==> config.mk <==
export PLATFORM = sky130hd
export DESIGN_NAME = round_demux_seq
export DESIGN_NICKNAME = d
export VERILOG_FILES = /design/src/rtl/round_demux_seq.sv
export SDC_FILE = /design/constraint.sdc
export NUM_CORES = 2
export LEC_CHECK = 0
export BUFFER_PORTS_ARGS = -buffer_cell sky130_fd_sc_hd__buf_2
export CORE_AREA = 2 2 615 617
export CTS_CLUSTER_SIZE = 20
export DETAILED_ROUTE_END_ITERATION = 7
export DIE_AREA = 0 0 617 619
export GPL_TIMING_DRIVEN = 0
export PLACE_DENSITY_LB_ADDON = 0.12
export SYNTH_ARGS = -nofsm -noshare
export SYNTH_HDL_FRONTEND = slang
export SYNTH_SLANG_ARGS = --single-unit
==> constraint.sdc <==
create_clock -name clk -period 47.8 [get_ports clk]
set_input_delay 2.39 -clock clk [delete_from_list [all_inputs] [get_ports clk]]
set_output_delay 2.39 -clock clk [all_outputs]
set_load 0.02 [all_outputs]
==> src/rtl/round_demux_seq.sv <==
// Routes din to one of N_OUT channel registers, by sel (manual) or by an internal round counter (auto).
// Latency 1 cycle; din_ready drops outside manual IDLE and RUN, and while rst is high.
module round_demux_seq #(
  parameter int N_OUT  = 11,
  parameter int DATA_W = 128,
  parameter int SEL_W  = 4
) (
  input  logic                    clk,
  input  logic                    rst,
  input  logic                    mode,
  input  logic                    start,
  input  logic [SEL_W-1:0]        sel,
  input  logic [DATA_W-1:0]       din,
  input  logic                    din_valid,
  output logic                    din_ready,
  output logic [N_OUT*DATA_W-1:0] dout,
  output logic [N_OUT-1:0]        strobe,
  output logic [SEL_W-1:0]        round,
  output logic                    busy,
  output logic                    done,
  output logic                    err
);

  typedef enum logic [1:0] {IDLE, RUN, DONE} state_t;

  localparam logic [SEL_W-1:0] LAST = SEL_W'(N_OUT - 1);

  state_t             state, state_nxt;
  logic [SEL_W-1:0]   round_nxt;
  logic [SEL_W-1:0]   wr_idx;
  logic               wr_en;
  logic               err_nxt;
  logic               accept;
  logic [N_OUT-1:0]   strobe_nxt;

  assign din_ready = !rst && ((state == IDLE && !mode) || state == RUN);
  assign accept    = din_valid && din_ready;
  assign busy      = (state == RUN);
  assign done      = (state == DONE);

  always_ff @(posedge clk or posedge rst) begin
    if (rst) begin
      state <= IDLE;
      round <= '0;
    end else begin
      state <= state_nxt;
      round <= round_nxt;
    end
  end

  always_comb begin
    state_nxt = state;
    round_nxt = round;
    wr_en     = 1'b0;
    wr_idx    = sel;
    err_nxt   = 1'b0;
    case (state)
      IDLE: begin
        if (mode) begin
          if (start) begin
            state_nxt = RUN;
            round_nxt = '0;
          end
        end else if (accept) begin
          // out-of-range selects are consumed but flagged instead of written
          if (sel <= LAST) wr_en   = 1'b1;
          else             err_nxt = 1'b1;
        end
      end
      RUN: begin
        if (accept) begin
          wr_en  = 1'b1;
          wr_idx = round;
          if (round == LAST) begin
            state_nxt = DONE;
            round_nxt = '0;
          end else begin
            round_nxt = round + 1'b1;
          end
        end
      end
      DONE:    state_nxt = IDLE;
      default: state_nxt = IDLE;
    endcase
  end

  always_comb begin
    strobe_nxt = '0;
    for (int i = 0; i < N_OUT; i++)
      strobe_nxt[i] = wr_en && (wr_idx == SEL_W'(i));
  end

  always_ff @(posedge clk or posedge rst) begin
    if (rst) begin
      strobe <= '0;
      err    <= 1'b0;
    end else begin
      strobe <= strobe_nxt;
      err    <= err_nxt;
    end
  end

  for (genvar g = 0; g < N_OUT; g++) begin : g_chan
    logic [DATA_W-1:0] q;
    always_ff @(posedge clk or posedge rst) begin
      if (rst)               q <= '0;
      else if (strobe_nxt[g]) q <= din;
    end
    assign dout[g*DATA_W +: DATA_W] = q;
  end

endmodule

After elaboration in Yosys (flattened, before gate mapping)
Cells that the tools add are included.
{"block": "totals", "ff_bits": 1426, "inputBits": 137, "output_inout_bits": 1427}
{"block": "op_classes", "add_sub_neg": 1, "order_cmp": 1, "eq_ne": 17, "muxes": 21, "reduce_logical": 22}
{"cell": "$mux W4", "n": 6}
{"cell": "$eq A4 B3 Y1 const B", "n": 4}
{"cell": "$eq A4 B4 Y1 const B", "n": 4}
{"cell": "$logic_and A1 B1 Y1", "n": 14}
{"cell": "$eq A4 B2 Y1 const B", "n": 2}
{"cell": "$mux W1", "n": 8}
{"cell": "$mux W2", "n": 4}
{"cell": "$pmux W4 S2", "n": 1}
{"cell": "$reduce_and A4 Y1", "n": 2}
{"cell": "$add A4 B1 Y4 const B", "n": 1}
{"cell": "$eq A4 B1 Y1 const B", "n": 1}
{"cell": "$le A4 B4 Y1 const B", "n": 1}
{"cell": "$logic_not A4 Y1", "n": 1}
{"cell": "$ne A2 B1 Y1 const B", "n": 2}
{"cell": "$ne A2 B2 Y1 const B", "n": 2}
{"cell": "$pmux W2 S2", "n": 1}
{"cell": "$eq A2 B1 Y1 const B", "n": 1}
{"cell": "$eq A2 B2 Y1 const B", "n": 1}
{"cell": "$logic_not A1 Y1", "n": 2}
{"cell": "$logic_not A2 Y1", "n": 1}
{"cell": "$pmux W1 S2", "n": 1}
{"cell": "$reduce_bool A2 Y1", "n": 1}
{"cell": "$logic_or A1 B1 Y1", "n": 1}

Logic depth before layout (Yosys ltp)
{"block": "depth", "word_depth": 9, "mapped_depth": 7, "ltp_nobuf": 6}

Worst setup path before layout
OpenSTA, ideal clock, no wires.
{"block": "synth_timing", "kind": "in2out", "from": "in rst", "to": "out din_ready", "t_arrival_ns": 2.744, "required_time_ns": 45.410, "slack_ns": 42.666, "stages": 2, "n_path_buf": 0, "path_cell_list": "nor2_1 -> and2_1"}
{"block": "synth_via", "elab_chain_cells": 2}
{"item": "start: declaration", "line": "9", "text": "input logic rst,"}
{"item": "$logic_not A1 Y1 (no line)"}
{"item": "$logic_and A1 B1 Y1", "line": "36", "text": "assign din_ready = !rst && ((state == IDLE && !mode) || state == RUN);"}
{"item": "end: declaration", "line": "15", "text": "output logic din_ready,"}
Every way passes these cells.

Worst setup path after layout
{"block": "layout_timing", "from": "in rst", "to": "reg g_chan[10].q[78]"}
{"block": "layout_via", "elab_chain_cells": 7, "elab_cells_between_ends": 11, "classes_between": "eq/ne: 1; mux: 6; reduce/logical: 4"}
{"item": "$logic_not A1 Y1 (no line) *"}
{"item": "$logic_and A1 B1 Y1 *", "line": "36"}
{"item": "$logic_and A1 B1 Y1 *", "line": "37", "text": "assign accept = din_valid && din_ready;"}
{"item": "$mux W4 or $mux W1 (tied branches)", "line": "71, 64"}
{"item": "$mux W4 or $mux W1 (tied branches)", "line": "57, 59"}
{"item": "$eq A4 B4 Y1 or $pmux W1 S2 (tied branches)", "line": "90, 57"}
{"item": "$logic_and A1 B1 Y1 *", "line": "90", "text": "strobe_nxt[i] = wr_en && (wr_idx == SEL_W'(i));"}
{"item": "end signal: assignment", "line": "107", "text": "else if (strobe_nxt[g]) q <= din;"}
{"item": "end: declaration", "line": "104", "text": "logic [DATA_W-1:0] q;"}
Mark *: on every way between the ends. The rest lies on a longest branch, timed or not.
A chain may end at the register's enable or synchronous reset.

==> summary.txt <==
Core ar. - 0.3747 mm²
pwr/cell area - 76.83 mW/mm²
critical path arrival - 6.40 ns
crit-path cells - buf_2 > nor4bb_1 > buf_2 > mux2_2 > nor4_1 > buf_2 > buf_2 > mux2_2
crit-path max FO - 10
RSZ-0062 raised after global routing - no
Final HPWL DP - 219,000 µm
CP max stage cell - nor4_1
Synth top area share - 66.95%
cell count after synthesis - 3,189
CTS Buf Count - 190
Syn Area/Cell - 16.71 µm²
CP Launch Type - primary input
DR iter-0 viols - 1,569
Slew Viols, Final - 12
Min-Delay Path Class - reg -> reg
Synth area leader - dfrtp_1
clock sinks - 1,426
Die Ht - 619 µm
gpl congestion - 0.7901
drt first pass iters - 5
max-capacitance violation count - 1
IO buf count - 1,563
final setup TNS - 0 ns
Least-Margin Pin Slew - 1.511 ns
critical path required time - 48.53 ns
register bit total from synthesis - 1,426
vias post-DR - 35,180
Routed Antenna Nets - 0
Worst path max stage delay - 0.99 ns
die area - 0.3819 mm²
initial core utilization - 14.22%
synth unique cells - 33
total power - 5716 µW
Fin Clk Skew - 0.06392 ns
GRT Total Usage - 14.41%
first-pass GRT wire length - 370,400 µm
vias in the first global route - 36,820
Lkg Pwr - 0.03670 µW
Min-Delay Path Depth - 1
CTS max path bufs - 4
failing checks - max-capacitance violations, max-slew violations
worst skew pair latency - 0.87 ns
Slew headroom - -0.7347%
final setup fails - 0
Area growth syn-to-layout - 39.59%
Place WS - 41.07 ns
largest cells by area after synthesis - dfrtp_1 (67%), mux2_2 (24%), mux2_1 (6.2%)
Post-Synthesis Cell Area - 0.05330 mm²
clock slew at reported path FFs - 0.06 ns
FF-to-FF path depth - 7
Post-Syn Nets - 3,328
overflow left after global routing - 0
Routed WL - 285,000 µm
Placement Rows - 225
CTS tree - built
Clock Root Buffer - clkbuf_16
vias per std cell - 3.469
status - finished with violations
fmax - 176.6 MHz
VDD IR max - 0.03209 mV
largest net degree at the start of global routing - 118
I/O Pins - 1,564
DRC Markers - 0
Nets - 5,110
Fin. Hold Viols - 0
Die Wd - 617 µm
Period Utilization, post-route - 11.85%
share of cells above drive strength 1 - 61.30%
initial antenna violation count - 81
post-DR wirelength/cell - 28.10 µm
Seq/Total Area, Yosys - 66.95%
post-CTS sizing - 0
H-tree levels - 4
Hold Buf Count CTS - 0
critical path class - in -> reg
CP endpoint kind - flip-flop
worst setup margin - 42.14 ns
Final min period - 5.662 ns
Synth warnings - 0
Post-CTS Setup Bufs - 0
Critical Path Most Common Cell - buf_2
## worst max-delay path, delay by kind of cell
| family | cells | cell delay, ns |
|---|---|---|
| buffers and inverters | 4 | 1.84 |
| and+or+nand+nor | 2 | 1.25 |
| muxes | 2 | 0.81 |
## placed cells by master, fill, tap and decap left out, drive strengths merged, types with 5 or more instances in the layout
cell type	Yosys	layout
buf	137	1727
clkinv	0	28
nor2b	5	5
o21ai	5	5
mux2i	5	5
mux2	1410	1410
diode	0	37
dfrtp	1426	1426
bufinv	0	8
clkbuf	148	438
inv	11	16
## cells by family after synthesis
kind of cell	Yosys count	share of synthesized area, %
mux	1415	29.88
fa+ha+maj	2	0.04694
buf+inv	296	2.531
simple gates	40	0.4835
compound gates	10	0.1080
flops	1426	66.95
## per-layer routing
metal	share of wire (%)	track usage, %	wire [µm]
met5	0	0	0
met4	3.1	4.108	8770
met3	7.3	3.956	20760
met2	51	25.78	145800
met1	38	16.69	109700
## report_power, final
part	leakage [µW]	total (µW)	internal, µW	switching [µW]
Sequential	0.0181	2010	1750	259
Clock	0.00306	1460	859	601
Combinational	0.0155	2250	762	1490
## synth_stat cells
| cell type | n |
|---|---|
| nor3_1 | 2 |
| and2_1 | 2 |
| nand4_1 | 4 |
| and3b_1 | 1 |
| mux2_1 | 293 |
| or4b_4 | 1 |
| nor4_1 | 2 |
| nand3_1 | 1 |
| buf_1 | 17 |
| nor3b_1 | 2 |
| inv_1 | 11 |
| buf_6 | 14 |
| nor4bb_1 | 1 |
| o2111ai_1 | 1 |
| mux2i_1 | 5 |
| ha_1 | 2 |
| o21ai_0 | 5 |
| clkbuf_1 | 148 |
| o31ai_1 | 1 |
| mux2_2 | 1117 |
| a21oi_1 | 2 |
| nor4b_1 | 1 |
| or3_1 | 1 |
| nor2b_1 | 5 |
| dfrtp_1 | 1426 |
| nand2_1 | 4 |
| nor2_1 | 4 |
| buf_2 | 106 |
| a31oi_1 | 1 |
| nand4b_1 | 3 |
| nand2b_1 | 4 |
| nand4bb_1 | 1 |
| and3_1 | 1 |
## state kept, by name (all words and copies together), names as in the netlist
| name | flops |
|---|---|
| err | 1 |
| g_chan.q | 1408 |
| round | 4 |
| state | 2 |
| strobe | 11 |
## path summary, 6_finish.rpt
path	slack [ns]	start	endpoint
setup / recovery	42.14	rst	g_chan[10].q[78]
hold / removal	0.48	g_chan[9].q[37]	g_chan[9].q[37]
setup reg to reg	43.38	state[1]	g_chan[10].q[78]
hold reg to reg	0.48	g_chan[9].q[37]	g_chan[9].q[37]
max in group asynchronous	43.15	rst	g_chan[7].q[41]
min in group asynchronous	1.61	rst	g_chan[5].q[117]
## area by class of cell
type | count | area [µm²]
antenna | 37 | 92.59
buffer | 285 | 1341
clock buffer | 290 | 5664
clock inverter | 42 | 584.3
fill | 40770 | 300300
inverter | 11 | 48.80
multi-input combinational | 1467 | 16270
sequential | 1426 | 35680
tap | 4994 | 6248
timing repair buffer | 1590 | 8463
## metrics by stage
step	cell area, µm²	hold WS, ns	util (%)	instances
finish	74400	0.4751	19.86	10140
global route	74330	0.4862	19.84	10120
CTS	74310	0.4821	19.83	10110
detailed placement	68060	0.4691	18.16	9773
global placement	67370	0.4623	17.98	9746
floorplan	53300	0.4808	-	3189
No activity file was read; power rests on OpenSTA's default activity.
